## src/rtl/sdram_wr_burst_ctrl.sv

```systemverilog
// Write-burst controller: drains the write FIFO into fixed-length SDRAM write bursts on a wrapping address ring.
// Define WR_PARTIAL_FLUSH_EN to flush a sub-burst FIFO residue after TIMEOUT idle cycles.
module sdram_wr_burst_ctrl #(
  parameter int unsigned BURST_LEN  = 8,
  parameter int unsigned ADDR_W     = 24,
  parameter int unsigned ADDR_BASE  = 0,
  parameter int unsigned ADDR_RANGE = 32'h10000,
  parameter int unsigned NUM_W      = 128
`ifdef WR_PARTIAL_FLUSH_EN
  ,
  parameter int unsigned TIMEOUT    = 1024
`endif
) (
  input  logic              sys_clk,
  input  logic              sys_rst_n,
  input  logic              enable,
  input  logic              fifo_empty,
  input  logic [NUM_W-1:0]  fifo_data_num,
  output logic              fifo_rd_en,
  input  logic [15:0]       fifo_rd_data,
  output logic              wr_req,
  input  logic              wr_ack,
  output logic [ADDR_W-1:0] wr_addr,
  output logic [8:0]        wr_burst_len,
  input  logic              wr_data_req,
  output logic [15:0]       wr_data,
  output logic              busy,
  output logic              burst_done,
  output logic              underrun_err
);

  localparam int unsigned LEN_W = 9;
  localparam int unsigned AW1   = ADDR_W + 1;

  localparam logic [1:0] S_IDLE  = 2'd0;
  localparam logic [1:0] S_REQ   = 2'd1;
  localparam logic [1:0] S_BURST = 2'd2;
  localparam logic [1:0] S_DONE  = 2'd3;

  // One bit wider than the address so a ring ending at 2**ADDR_W still compares correctly.
  localparam logic [AW1-1:0] ADDR_END = AW1'(ADDR_BASE) + AW1'(ADDR_RANGE);

  logic [1:0]        r_state;
  logic [1:0]        w_state_nxt;
  logic [LEN_W-1:0]  r_cnt;
  logic [LEN_W-1:0]  w_cnt_nxt;
  logic [LEN_W-1:0]  r_len;
  logic [LEN_W-1:0]  w_len_nxt;
  logic [ADDR_W-1:0] r_addr;
  logic [ADDR_W-1:0] w_addr_nxt;
  logic [AW1-1:0]    w_addr_inc;
  logic              r_underrun;
  logic              w_underrun_nxt;
  logic              r_wr_req;
  logic              r_busy;
  logic              r_burst_done;
  logic              w_start_full;

  assign w_start_full = enable && (fifo_data_num >= NUM_W'(BURST_LEN));
  assign w_addr_inc   = AW1'(r_addr) + AW1'(BURST_LEN);

`ifdef WR_PARTIAL_FLUSH_EN
  localparam int unsigned TMO_W = $clog2(TIMEOUT + 1);

  logic [TMO_W-1:0] r_idle_cnt;
  logic             w_idle_cond;
  logic             w_flush;

  assign w_idle_cond = (r_state == S_IDLE) && enable && !fifo_empty &&
                       (fifo_data_num < NUM_W'(BURST_LEN));
  assign w_flush     = w_idle_cond && (r_idle_cnt == TMO_W'(TIMEOUT - 1));

  // Counts consecutive idle cycles with a stranded partial burst in the FIFO.
  always_ff @(posedge sys_clk or negedge sys_rst_n) begin
    if (!sys_rst_n) begin
      r_idle_cnt <= '0;
    end else if (w_idle_cond && !w_flush) begin
      r_idle_cnt <= r_idle_cnt + TMO_W'(1);
    end else begin
      r_idle_cnt <= '0;
    end
  end
`endif

  // Next-state and datapath updates.
  always_comb begin
    w_state_nxt    = r_state;
    w_cnt_nxt      = r_cnt;
    w_len_nxt      = r_len;
    w_addr_nxt     = r_addr;
    w_underrun_nxt = r_underrun;
    case (r_state)
      S_IDLE: begin
        if (w_start_full) begin
          w_state_nxt = S_REQ;
          w_len_nxt   = LEN_W'(BURST_LEN);
        end
`ifdef WR_PARTIAL_FLUSH_EN
        else if (w_flush) begin
          w_state_nxt = S_REQ;
          w_len_nxt   = LEN_W'(fifo_data_num);
        end
`endif
      end
      S_REQ: begin
        if (wr_ack) begin
          w_state_nxt = S_BURST;
          w_cnt_nxt   = '0;
        end
      end
      S_BURST: begin
        // An empty FIFO still consumes a word slot so the controller's burst length holds.
        if (wr_data_req) begin
          w_cnt_nxt = r_cnt + LEN_W'(1);
          if (fifo_empty) begin
            w_underrun_nxt = 1'b1;
          end
          if (r_cnt == r_len - LEN_W'(1)) begin
            w_state_nxt = S_DONE;
          end
        end
      end
      S_DONE: begin
        w_state_nxt = S_IDLE;
        w_addr_nxt  = (w_addr_inc == ADDR_END) ? ADDR_W'(ADDR_BASE) : w_addr_inc[ADDR_W-1:0];
      end
      default: begin
        w_state_nxt = S_IDLE;
      end
    endcase
  end

  always_ff @(posedge sys_clk or negedge sys_rst_n) begin
    if (!sys_rst_n) begin
      r_state      <= S_IDLE;
      r_cnt        <= '0;
      r_len        <= '0;
      r_addr       <= ADDR_W'(ADDR_BASE);
      r_underrun   <= 1'b0;
      r_wr_req     <= 1'b0;
      r_busy       <= 1'b0;
      r_burst_done <= 1'b0;
    end else begin
      r_state      <= w_state_nxt;
      r_cnt        <= w_cnt_nxt;
      r_len        <= w_len_nxt;
      r_addr       <= w_addr_nxt;
      r_underrun   <= w_underrun_nxt;
      r_wr_req     <= (w_state_nxt == S_REQ);
      r_busy       <= (w_state_nxt != S_IDLE);
      r_burst_done <= (w_state_nxt == S_DONE);
    end
  end

  assign fifo_rd_en   = (r_state == S_BURST) && wr_data_req && !fifo_empty;
  assign wr_data      = fifo_rd_data;
  assign wr_req       = r_wr_req;
  assign wr_addr      = r_addr;
  assign wr_burst_len = r_len;
  assign busy         = r_busy;
  assign burst_done   = r_burst_done;
  assign underrun_err = r_underrun;

endmodule

```

## config.mk

```make
export PLATFORM = sky130hd
export DESIGN_NAME = sdram_wr_burst_ctrl
export DESIGN_NICKNAME = d
export VERILOG_FILES = /design/src/rtl/sdram_wr_burst_ctrl.sv
export SDC_FILE = /design/constraint.sdc
export NUM_CORES = 1
export LEC_CHECK = 0
export CORE_MARGIN = 5
export CORE_UTILIZATION = 33
export CTS_CLUSTER_DIAMETER = 40
export DETAILED_ROUTE_END_ITERATION = 8
export GPL_ROUTABILITY_DRIVEN = 0
export PLACE_DENSITY = 0.82
export SLEW_MARGIN = 40
export SYNTH_ARGS = -nofsm -noshare
export SYNTH_HDL_FRONTEND = slang
export SYNTH_SLANG_ARGS = --single-unit
```

## constraint.sdc

```tcl
create_clock -name sys_clk -period 3.1 [get_ports sys_clk]
set_input_delay 0.62 -clock sys_clk [delete_from_list [all_inputs] [get_ports sys_clk]]
set_output_delay 0.62 -clock sys_clk [all_outputs]
set_load 0.005 [all_outputs]
```

==> impl_metrics.env <==
export IMPL_clk_latency_ns=0.29
export IMPL_ant_nets=0
export IMPL_synth_top_cells_by_area="dfrtp_1, nor4_1, buf_4"
export IMPL_drc=0
export IMPL_avgSynthCellArea_sq_um=8.82
export IMPL_status="completed"
export IMPL_via_count=2691
export IMPL_cts_buffers=5
export IMPL_cts_resized=0
export IMPL_critPathRequiredTime_ns=2.48
export IMPL_fill_cells=642
export IMPL_final_nets=575
export IMPL_maxSlewViolCount=0
export IMPL_use_met1_pct=20.6
export IMPL_synth_xor_area_share_pct=8.99
export IMPL_die_w_microns=95.9
export IMPL_cts_htree_levels=2
export IMPL_first_pass_iters=4
export IMPL_critPathSlowestCell="clkdlybuf4s50_1"
export IMPL_drt_iter0_drc=113
export IMPL_wl_mm=9.38
export IMPL_cts_setup_buffers=0
export IMPL_syn_area_sq_mm=0.00243
export IMPL_finClkSkew_ns=0.00498
export IMPL_setup_worst_path_end_class="primary output"
export IMPL_wl_per_cell_microns=17.9
export IMPL_grt_pass1_wl_mm=13.8
export IMPL_place_inst=515
export IMPL_clkSinkCount=37
export IMPL_grt_max_degree=38
export IMPL_initial_core_util_pct=33.7
export IMPL_synth_compound_area_share_pct=7.09
export IMPL_clk_pin_slew_worst_paths_ns=0.07
export IMPL_cts_root_buf="clkbuf_8"
export IMPL_synth_most_common_cell="dfrtp_1"
export IMPL_setup_viol=0
export IMPL_synth_commonest_cells="dfrtp_1, nor4_1, buf_4, nor2_1, nand2_1"
export IMPL_ys_seq_area_share_pct=38.0
export IMPL_arrival_ns=1.84
export IMPL_cts_tree="done"
export IMPL_io_buffers=157
export IMPL_finalHoldViolCount=0
export IMPL_layoutNonFillerInstCount=524
export IMPL_antenna_found_initial=2
export IMPL_synth_edf_count=0
export IMPL_grt_pass1_vias=2806
export IMPL_leakagePower_nw=1.59
export IMPL_synth_top_family_by_area="simple AND/OR/NAND/NOR gates"
export IMPL_yosys_warnings=0
export IMPL_dp_hpwl_mm=8.12
export IMPL_die_area_sq_mm=0.00920
export IMPL_synth_top_cell_area_share_pct=38.0
export IMPL_setup_tns_ns=0
export IMPL_viasPerCell=5.14
export IMPL_use_met2_pct=33.8
export IMPL_hold_class="register to register"
export IMPL_area_growth_pct=67.0
export IMPL_crit_path_max_incr_delay_ns=0.51
export IMPL_period_share_pct=79.2
export IMPL_synth_flop_cell="dfrtp_1"
export IMPL_power_density_mw_per_mm2=395
export IMPL_relSlewSlack_pct=58.8
export IMPL_synthCells=276
export IMPL_fmax_mhz=407
export IMPL_critical_path_class="input port to primary output"
export IMPL_synth_top_area_cell="dfrtp_1"
export IMPL_critPathMaxFanout=3
export IMPL_grt_overflow=0
export IMPL_start_kind="input port"
export IMPL_cap_violations=0
export IMPL_clockBufferDepth=2
export IMPL_use_met3_pct=11.2
export IMPL_cts_hold_repair_buffers=0
export IMPL_crit_top_cell="clkdlybuf4s50_1"
export IMPL_synth_area_mux_share_pct=0.874
export IMPL_synthAdderAreaFrac_pct=1.03
export IMPL_grt_busiest_layer="met2"
export IMPL_finalCriticalPeriod_ns=2.46
export IMPL_rsz0062_at_grt="false"
export IMPL_fp_dieH_microns=95.9
export IMPL_drive_gt1_share_pct=5.90
export IMPL_crit_chain="clkdlybuf4s50_1, nand2_1, nor2_1, clkdlybuf4s50_1"
export IMPL_ys_seq_elements=37
export IMPL_design_core_area_sq_mm=0.00721
export IMPL_async_flop_share_pct=100
export IMPL_row_count=31
export IMPL_max_vdd_ir_drop_mv=0.149
export IMPL_grt_usage_pct=20.0
export IMPL_synth_cell_types=47
export IMPL_yosys_area_share_simple_pct=33.8
export IMPL_io_pins=204
export IMPL_tightest_slew_ns=0.613
[registers in the layout (all words and copies together) (netlist names)]
name and flops:
wr_addr 21, r_cnt 9, r_state 2, burst_done 1
busy 1, underrun_err 1, wr_burst_len 1, wr_req 1
[cell families (layout without fill, tap and decap cells)]
logic type | Yosys count | in the layout
AOI/OAI and AO/OA | 26 | 26
xor gates and xnor gates | 25 | 25
adders and majority gates | 2 | 2
buffers and inverters | 34 | 172
DFF | 37 | 37
muxes | 2 | 2
other | 1 | 12
and+or+nand+nor | 149 | 149
[power by group]
part | total [W] | switching, W | internal, W
clock network | 0.000378 | 0.000177 | 0.000201
logic | 0.000570 | 0.000222 | 0.000348
registers | 0.000657 | 0.000101 | 0.000556
total | 0.00161 | 0.000500 | 0.00111
[worst max-delay path, delay by kind of cell]
| kind | cells | cell delay [ns] |
|---|---|---|
| buffers and inverters | 2 | 1.01 |
| and+or+nand+nor | 2 | 0.20 |
[placed cells by master, fill, tap and decap left out, types with 2 or more instances in the layout]
cell             instances
a211oi_1                 2
nand4_1                 15
nand3_1                 10
xnor2_1                 12
and3_1                   4
o21ai_0                  6
nor4_1                  34
or2_2                    5
o2111ai_1                2
o31ai_1                  3
ha_1                     2
xor2_1                  13
buf_4                    3
and2_1                   3
nand2_1                 22
nor3_1                  13
dfrtp_1                 37
clkdlybuf4s50_1        157
conb_1                  11
nand3b_1                 2
clkbuf_8                 7
or4_1                    2
nor2_1                  24
nor2b_1                  2
or3_1                    3
a21oi_1                  5
inv_1                    4
[final cells by class]
cell class	count	area (sq um)	share of cell area [%]
Clock buffer	7	96.3	2.37
Tap cell	99	124	3.05
Sequential cell	37	926	22.8
Antenna cell	1	2.50	0.0616
Inverter	4	15.0	0.369
Clock inverter	1	5.00	0.123
Timing Repair Buffer	160	1590	39.2
Multi-Input combinational cell	215	1300	32.0
[stage by stage]
step           cell area (sq um)  hold WS (ns)  util (%)  worst slack (ns)  total power [W]
6_report                    4070         0.466      56.3             0.643          0.00161
5_1_grt                     4070         0.523      56.3             0.515          0.00170
4_1_cts                     4060         0.469      56.3             0.621          0.00161
3_5_place_dp                3960         0.450      54.9             0.358          0.00124
3_3_place_gp                3960         0.446      54.9             0.337          0.00122
2_1_floorplan               2470         0.324         -             0.921         0.000909
[routing by layer]
metal  vias to the layer above  part of all wire, %
met3                        16                   13
met4                         2                  2.4
li1                       1271                    -
met5                         -                 0.14
met2                       156                   51
met1                      1246                   34
[path summary, 6_finish.rpt]
check,end,from,slack [ns],cells past startpoint
max,fifo_rd_en,wr_data_req,0.64,4
min,underrun_err,underrun_err,0.47,1
max reg2reg,wr_addr[16],wr_addr[3],0.70,7
min reg2reg,underrun_err,underrun_err,0.47,1
max in group asynchronous,wr_addr[16],sys_rst_n,2.04,2
min in group asynchronous,wr_addr[4],sys_rst_n,0.74,2
No activity file was read; power rests on OpenSTA's default activity.
